===== config.mk =====
export PLATFORM = sky130hd
export DESIGN_NAME = pipe_hazard_ctrl_flat
export DESIGN_NICKNAME = d
export VERILOG_FILES = /design/src/rtl/pipe_hazard_ctrl_if.sv /design/src/rtl/pipe_hazard_ctrl.sv /design/src/flat_wrapper.sv
export SDC_FILE = /design/constraint.sdc
export NUM_CORES = 1
export LEC_CHECK = 0
export ABC_AREA = 1
export BUFFER_PORTS_ARGS = -buffer_cell sky130_fd_sc_hd__buf_4
export CAP_MARGIN = 20
export CELL_PAD_IN_SITES_DETAIL_PLACEMENT = 0
export CELL_PAD_IN_SITES_GLOBAL_PLACEMENT = 1
export CORE_ASPECT_RATIO = 0.5
export CORE_MARGIN = 4
export CORE_UTILIZATION = 40
export DETAILED_ROUTE_END_ITERATION = 10
export PLACE_DENSITY_LB_ADDON = 0.2
export SETUP_SLACK_MARGIN = 0.05
export SYNTH_ARGS = -nofsm -noshare
export SYNTH_HDL_FRONTEND = slang
export SYNTH_SLANG_ARGS = --single-unit

===== constraint.sdc =====
create_clock -name clk -period 2.2 [get_ports clk]
set_input_delay 0.22 -clock clk [delete_from_list [all_inputs] [get_ports clk]]
set_output_delay 0.22 -clock clk [all_outputs]
set_load 0.01 [all_outputs]

===== src/rtl/pipe_hazard_ctrl_if.sv =====
// ID-stage hazard controller bus: decode-side request fields plus the issue/stall/forwarding response.
interface pipe_hazard_ctrl_if #(
    parameter int unsigned REG_BITS   = 5,
    parameter int unsigned PIPE_DEPTH = 3
);
    localparam int unsigned FWD_W = $clog2(PIPE_DEPTH + 1);

    logic                id_valid;
    logic [REG_BITS-1:0] id_rs1;
    logic [REG_BITS-1:0] id_rs2;
    logic                id_use_rs1;
    logic                id_use_rs2;
    logic [REG_BITS-1:0] id_rd;
    logic                id_rd_wr;
    logic                id_is_load;
    logic                flush;
    logic                stall;
    logic                issue;
    logic [FWD_W-1:0]    fwd_rs1_sel;
    logic [FWD_W-1:0]    fwd_rs2_sel;
    logic [FWD_W-1:0]    inflight_cnt;

    modport master (
        output id_valid, id_rs1, id_rs2, id_use_rs1, id_use_rs2,
               id_rd, id_rd_wr, id_is_load, flush,
        input  stall, issue, fwd_rs1_sel, fwd_rs2_sel, inflight_cnt
    );

    modport slave (
        input  id_valid, id_rs1, id_rs2, id_use_rs1, id_use_rs2,
               id_rd, id_rd_wr, id_is_load, flush,
        output stall, issue, fwd_rs1_sel, fwd_rs2_sel, inflight_cnt
    );
endinterface


===== src/rtl/pipe_hazard_ctrl.sv =====
// Hazard/forwarding controller: tracks in-flight destinations from EX to WB and decides
// whether the ID instruction issues, stalls, or takes a bypassed operand.
module pipe_hazard_ctrl #(
    parameter int unsigned REG_BITS    = 5,
    parameter int unsigned PIPE_DEPTH  = 3,
    parameter int unsigned FLUSH_DEPTH = 1,
    parameter bit          FORWARD     = 1'b1
) (
    input  logic             clk,
    input  logic             reset_n,
    pipe_hazard_ctrl_if.slave bus
);
    localparam int unsigned FWD_W  = $clog2(PIPE_DEPTH + 1);
    localparam int unsigned LOOK_W = FWD_W + 1;

    logic [PIPE_DEPTH-1:0] r_valid;
    logic [PIPE_DEPTH-1:0] r_wr;
    logic [PIPE_DEPTH-1:0] r_ld;
    logic [REG_BITS-1:0]   r_rd [PIPE_DEPTH];

    logic [LOOK_W-1:0] w_look1;
    logic [LOOK_W-1:0] w_look2;
    logic              w_hazard;
    logic              w_stall;
    logic              w_issue;
    logic [FWD_W-1:0]  w_sel1;
    logic [FWD_W-1:0]  w_sel2;
    logic [FWD_W-1:0]  w_cnt;

    // Returns {load_use, slot+1}; scanning oldest to youngest lets the youngest match win.
    function automatic logic [LOOK_W-1:0] f_lookup(input logic [REG_BITS-1:0] r, input logic use_r);
        logic [LOOK_W-1:0] res;
        res = '0;
        for (int k = int'(PIPE_DEPTH) - 1; k >= 0; k--) begin
            if (use_r && (r != '0) && r_valid[k] && r_wr[k] && (r_rd[k] == r)) begin
                res = {((k == 0) && r_ld[k]), FWD_W'(k + 1)};
            end
        end
        return res;
    endfunction

    always_comb begin
        w_look1  = f_lookup(bus.id_rs1, bus.id_use_rs1);
        w_look2  = f_lookup(bus.id_rs2, bus.id_use_rs2);
        w_hazard = 1'b0;
        w_sel1   = '0;
        w_sel2   = '0;
        if (FORWARD) begin
            // Only a load still in EX cannot be bypassed.
            w_hazard = w_look1[FWD_W] | w_look2[FWD_W];
            w_sel1   = w_look1[FWD_W-1:0];
            w_sel2   = w_look2[FWD_W-1:0];
        end else begin
            w_hazard = (w_look1[FWD_W-1:0] != '0) | (w_look2[FWD_W-1:0] != '0);
        end
        w_stall = bus.id_valid & ~bus.flush & w_hazard;
        w_issue = bus.id_valid & ~bus.flush & ~w_hazard;
    end

    always_comb begin
        w_cnt = '0;
        for (int k = 0; k < int'(PIPE_DEPTH); k++) begin
            w_cnt = w_cnt + FWD_W'(r_valid[k]);
        end
    end

    // Slots advance every edge; flush squashes the youngest FLUSH_DEPTH slots as they shift.
    always_ff @(posedge clk or negedge reset_n) begin
        if (!reset_n) begin
            r_valid <= '0;
            r_wr    <= '0;
            r_ld    <= '0;
            for (int k = 0; k < int'(PIPE_DEPTH); k++) begin
                r_rd[k] <= '0;
            end
        end else begin
            r_valid[0] <= w_issue;
            r_wr[0]    <= w_issue & bus.id_rd_wr & (bus.id_rd != '0);
            r_ld[0]    <= w_issue & bus.id_is_load;
            r_rd[0]    <= bus.id_rd;
            for (int k = 1; k < int'(PIPE_DEPTH); k++) begin
                r_valid[k] <= r_valid[k-1] & ~(bus.flush & (k <= int'(FLUSH_DEPTH)));
                r_wr[k]    <= r_wr[k-1];
                r_ld[k]    <= r_ld[k-1];
                r_rd[k]    <= r_rd[k-1];
            end
        end
    end

    assign bus.stall        = w_stall;
    assign bus.issue        = w_issue;
    assign bus.fwd_rs1_sel  = w_sel1;
    assign bus.fwd_rs2_sel  = w_sel2;
    assign bus.inflight_cnt = w_cnt;
endmodule


===== src/flat_wrapper.sv =====
// flat-port wrapper written by rule: the top's interface ports become plain ports
module pipe_hazard_ctrl_flat 
#(
    parameter int unsigned REG_BITS    = 5,
    parameter int unsigned PIPE_DEPTH  = 3,
    parameter int unsigned FLUSH_DEPTH = 1,
    parameter bit          FORWARD     = 1'b1
)
  (clk, reset_n, bus_id_valid, bus_id_rs1, bus_id_rs2, bus_id_use_rs1, bus_id_use_rs2, bus_id_rd, bus_id_rd_wr, bus_id_is_load, bus_flush, bus_stall, bus_issue, bus_fwd_rs1_sel, bus_fwd_rs2_sel, bus_inflight_cnt);
  pipe_hazard_ctrl_if #(.REG_BITS(REG_BITS), .PIPE_DEPTH(PIPE_DEPTH)) bus_i ();
  input  logic clk;
  input  logic reset_n;
  input wire logic [$bits(bus_i.id_valid)-1:0] bus_id_valid;
  input wire logic [$bits(bus_i.id_rs1)-1:0] bus_id_rs1;
  input wire logic [$bits(bus_i.id_rs2)-1:0] bus_id_rs2;
  input wire logic [$bits(bus_i.id_use_rs1)-1:0] bus_id_use_rs1;
  input wire logic [$bits(bus_i.id_use_rs2)-1:0] bus_id_use_rs2;
  input wire logic [$bits(bus_i.id_rd)-1:0] bus_id_rd;
  input wire logic [$bits(bus_i.id_rd_wr)-1:0] bus_id_rd_wr;
  input wire logic [$bits(bus_i.id_is_load)-1:0] bus_id_is_load;
  input wire logic [$bits(bus_i.flush)-1:0] bus_flush;
  output wire logic [$bits(bus_i.stall)-1:0] bus_stall;
  output wire logic [$bits(bus_i.issue)-1:0] bus_issue;
  output wire logic [$bits(bus_i.fwd_rs1_sel)-1:0] bus_fwd_rs1_sel;
  output wire logic [$bits(bus_i.fwd_rs2_sel)-1:0] bus_fwd_rs2_sel;
  output wire logic [$bits(bus_i.inflight_cnt)-1:0] bus_inflight_cnt;
  assign bus_i.id_valid = bus_id_valid;
  assign bus_i.id_rs1 = bus_id_rs1;
  assign bus_i.id_rs2 = bus_id_rs2;
  assign bus_i.id_use_rs1 = bus_id_use_rs1;
  assign bus_i.id_use_rs2 = bus_id_use_rs2;
  assign bus_i.id_rd = bus_id_rd;
  assign bus_i.id_rd_wr = bus_id_rd_wr;
  assign bus_i.id_is_load = bus_id_is_load;
  assign bus_i.flush = bus_flush;
  assign bus_stall = bus_i.stall;
  assign bus_issue = bus_i.issue;
  assign bus_fwd_rs1_sel = bus_i.fwd_rs1_sel;
  assign bus_fwd_rs2_sel = bus_i.fwd_rs2_sel;
  assign bus_inflight_cnt = bus_i.inflight_cnt;
  pipe_hazard_ctrl #(.REG_BITS(REG_BITS), .PIPE_DEPTH(PIPE_DEPTH), .FLUSH_DEPTH(FLUSH_DEPTH), .FORWARD(FORWARD)) u_core (.clk(clk), .reset_n(reset_n), .bus(bus_i));
endmodule

# Yosys cells after proc, flatten, opt, wreduce, memory -nomap -nowiden
# Cells that the tools add are included.
[word_totals] reg_bits=22 inputBits=23 out_inout_bits=8 wordCells=53
[classes] n_addsub=2 eq_ne=6 mux=6 n_bitwise=10 n_reduce_logical=23
[ops] op="== test 5 bit" n=6
[ops] op="logical AND 1 bit" n=20
[ops] op="nonzero test 5 bit" n=3
[ops] op="two-way mux 3 bit" n=4
[ops] op="bitwise AND 1 bit" n=7
[ops] op="two-way mux 2 bit" n=2
[ops] op="adder 1 x 1 -> 2 bit" n=1
[ops] op="adder 2 x 1 -> 2 bit" n=1
[ops] op="NOT 1 bit" n=2
[ops] op="OR 1 bit" n=1

# Logic depth before layout (Yosys ltp)
[logic_depth] ltp_word=13 mapped_depth=8 ltp_nobuf=8

# Worst setup path after synthesis
# No wires, ideal clock.
[synth_timing] kind="register -> output" from="register u_core.r_valid[0]" to="output port bus_stall" arrival_time_ns=1.037 required_time_ns=1.980 setup_slack_ns=0.943 path_stages_with_launch=7 path_buffers=0 cell_sequence="dfrtp_1 > nand2_1 > a21oi_1 > nand2_1 > nor2_2 > nand4_1 > a21oi_2"
[synth_between] elab_chain_cells=6 word_cells_on_any_way=10 classes_between="mux (2); bitwise (2); reduce/logical (6)"
[synth_lines] item="start, declared" line_no="pipe_hazard_ctrl.sv:16" rtl="logic [PIPE_DEPTH-1:0] r_valid;"
[synth_lines] item="start signal, assigned" line_no="pipe_hazard_ctrl.sv:77" rtl="r_valid[0] <= w_issue;"
[synth_lines] item="start signal, assigned by index" line_no="pipe_hazard_ctrl.sv:82" rtl="r_valid[k] <= r_valid[k-1] & ~(bus.flush & (k <= int'(FLUSH_DEPTH)));"
[synth_lines] item="logical AND 1 bit (3 in series)" line_no="pipe_hazard_ctrl.sv:35" rtl="if (use_r && (r != '0) && r_valid[k] && r_wr[k] && (r_rd[k] == r)) begin"
[synth_lines] item="two-way mux 3 bit" line_no="pipe_hazard_ctrl.sv:35"
[synth_lines] item="OR 1 bit (*)" line_no="pipe_hazard_ctrl.sv:50" rtl="w_hazard = w_look1[FWD_W] | w_look2[FWD_W];"
[synth_lines] item="bitwise AND 1 bit (*)" line_no="pipe_hazard_ctrl.sv:56" rtl="w_stall = bus.id_valid & ~bus.flush & w_hazard;"
[synth_lines] item="end, declared" line_no="flat_wrapper.sv:22" rtl="output wire logic [$bits(bus_i.stall)-1:0] bus_stall;"
# Mark *: on every way between the ends. The rest lies on a longest branch, timed or not.

# Worst setup path after layout
[layout_timing] from="register u_core.r_valid[0]" to="output port bus_issue"
[layout_between] elab_chain_cells=7 word_cells_on_any_way=11 classes_between="mux (2); bitwise (3); reduce/logical (6)"
[layout_lines] item="logical AND 1 bit (3 in series)" line_no="pipe_hazard_ctrl.sv:35"
[layout_lines] item="two-way mux 3 bit" line_no="pipe_hazard_ctrl.sv:35"
[layout_lines] item="OR 1 bit (*)" line_no="pipe_hazard_ctrl.sv:50"
[layout_lines] item="NOT 1 bit (*)" line_no="pipe_hazard_ctrl.sv:57" rtl="w_issue = bus.id_valid & ~bus.flush & ~w_hazard;"
[layout_lines] item="bitwise AND 1 bit (*)" line_no="pipe_hazard_ctrl.sv:57"
[layout_lines] item="end, declared" line_no="flat_wrapper.sv:23" rtl="output wire logic [$bits(bus_i.issue)-1:0] bus_issue;"
# Marked as above.

==> out/summary.txt <==
result of the run = finished, final reports clean
clock slew at reported path FFs = 0.08 ns
initial antenna violation count = 0
pin count of the biggest net entering global routing = 23
Syn Nets = 171
Multi-input gate area = 561 um^2
fraction of registers with async set/reset = 100%
Vias per Instance = 4.75
DRT Wirelength = 3100 um
layout cells sized above 1 = 28.0%
worst reg-to-reg path cell count = 7
reg2reg start = u_core.r_valid[0]$_DFF_PN0_
maximum clock frequency = 527 MHz
hold depth = 1
port bufs = 30
Worst EP required = 1.98 ns
Synth area leaders = dfrtp_1, xor2_1, nand2_1, nor2_1, inv_1
power share of the combinational group = 15.0%
Tightest Pin Transition = 0.289 ns
CTS max path bufs = 2
row count = 13
Setup-failing EPs final = 0
drc violations = 0
# clock sinks = 22
peak supply drop = 0.000255 V
DIE AREA = 4010 um^2
Avg WL per Cell = 14.2 um
worst min path class = in -> reg
Antenna Nets Post-Route = 0
effective utilization at floorplan = 44.1%
Synth Warn # = 0
Unique masters post-synth = 24
num ports = 31
power per cell area = 617 nW/um^2
die outline width = 85.6 um
unrepaired setup endpoints after global routing = false
Hold WS = 0.0702 ns
Worst Setup End Kind = output port
vias in the first global route = 1041
commonest non-fill, non-tap cells in the layout = nand2_1, buf_4, dfrtp_1
CTS HTree Levels = 1
area of the core = 2730 um^2
NumNets Final = 207
FF+latch count, synth = 22
Mapped Cells = 147
fin cells = 219
Rel. slew slack = 80.5%
worst reg-to-reg setup slack = 0.82 ns
detailed-placement wirelength estimate = 2520 um
GPL Wtd Cong = 0.901
Initial DRT Pass Iterations = 6
CTS buffer count = 3
DR iter-0 viols = 73
Skew-Pair Late Insertion Delay = 0.26 ns
CP max FO = 3
P_sw = 231 uW
LEAKAGE = 0.000825 uW
Fill cells = 259
Synth top area share = 45.7%
Mapped Area = 1200 um^2
area occupied by registers = 551 um^2
Pint = 731 uW
Fin Setup TNS = 0 ns
Hold Violations, Final = 0
RR Endpoint = u_core.r_valid[0]$_DFF_PN0_
TritonCTS clock tree = built
Layout Skew = 0.00425 ns
Layout area overhead = 29.3%
first-pass GRT wire length = 4870 um
startpoint types = flop
Period Utilization, post-route = 86.2%
root cell of the clock tree = clkbuf_8
Total Power = 962 uW
Pins Over Slew Limit = 0
Sw Ratio = 24.0%
Die Y = 46.8 um
MaxCap Viol Count = 0
Tot GR Track Use = 16.6%
Flop pwr share = 46.0%
placed cell count = 214
critical path class = reg -> out
sequential fraction of the synthesis area = 45.7%
final worst path period need = 1.90 ns
WP data arrival = 1.68 ns
ant diodes = 0
Worst Setup SP = u_core.r_valid[0]$_DFF_PN0_
Critical path destination = bus_issue
Post-synth EDFFs = 0
DR vias = 1041
Primary FF master, synth = dfrtp_1
gr ovfl total = 0
Clock Power Share = 39.0%
Mapped Avg Cell Area = 8.20 um^2
Synth area leader = dfrtp_1
==> Yosys cell counts, types with 2 or more instances <==
library cell  count
o21ai_1           3
inv_2             6
nand4_1           5
nor2_1           19
dfrtp_1          22
a21boi_1          2
inv_1            18
a21oi_1           7
nand3_1           3
nor3_1            2
nand2_1          30
xor2_1           13
nand3_2           3
a21oi_2           2
nor2_2            3
==> critical path: stages, from the launching register on <==
cell and delay, ns:
dfrtp_1 0.41, nand2_1 0.12, a21oi_1 0.16, nand2_1 0.08, nor2_2 0.10, nand4_1 0.20, nand3_2 0.14, inv_1 0.06
buf_4 0.14
==> what timing repair did <==
item	CTS	global route
hold endpoints to repair	22	0
gates resized for setup	0	0
setup buffers	0	0
hold buffers	1	0
==> final cells by class <==
cell class              count  area share (%)
flip-flops and latches     22            35.3
clock inverters             1            1.93
multi-input cells         100            36.0
well taps                  37            2.97
clock buffers               3            2.65
repair buffers             31            15.1
inverters                  25            6.02
==> worst min path at each step <==
stage / startpoint / endpoint / slack (ns)
floorplan: reset_n / u_core.r_ld[0]$_DFF_PN0_ / -0.08
global placement: reset_n / u_core.r_valid[1]$_DFF_PN0_ / 0.13
detailed placement: reset_n / u_core.r_valid[0]$_DFF_PN0_ / 0.13
CTS: bus_id_rd[4] / u_core.r_rd[14]$_DFF_PN0_ / 0.07
global route: bus_id_rd[4] / u_core.r_rd[14]$_DFF_PN0_ / 0.06
finish: bus_id_rd[4] / u_core.r_rd[14]$_DFF_PN0_ / 0.07
==> state kept, by name, indices dropped and copies added, names as in the netlist <==
signal,flops
u_core.r_wr,3
u_core.r_rd,15
u_core.r_valid,3
u_core.r_ld,1
==> metal layers <==
metal / wire length (um) / GRT usage, % / up-vias
met5: 0 / 0 / -
met3: 262 / 5.08 / 0
met4: 0 / 1.89 / 0
li1: - / - / 526
met2: 1320 / 27.0 / 36
met1: 1520 / 23.2 / 479
==> stage by stage <==
step | setup WS, ns | cell area (um^2) | util, %
2_1_floorplan | 0.943 | 1200 | -
3_3_place_gp | 0.667 | 1480 | 54.0
3_5_place_dp | 0.625 | 1480 | 54.0
4_1_cts | 0.317 | 1560 | 57.0
5_1_grt | 0.145 | 1560 | 57.0
6_report | 0.303 | 1560 | 57.0
==> cells by family after synthesis <==
group | synth area share (%)
AOI/OAI and AO/OA | 7.99
and+or+nand+nor | 26.7
adders and majority gates | 1.66
buffers and inverters | 7.79
xor gates and xnor gates | 10.2
DFF | 45.7
==> power by group through the flow <==
| stage | Combinational [uW] | Sequential [uW] | Clock [uW] |
|---|---|---|---|
| after detailed placement | 142 | 451 | 0 |
| after global routing | 159 | 446 | 400 |
| after CTS | 145 | 442 | 380 |
| after global placement | 142 | 449 | 0 |
| after floorplan | 68.5 | 445 | 0 |
| final | 144 | 442 | 376 |
Power figures use the tool's default switching activity.
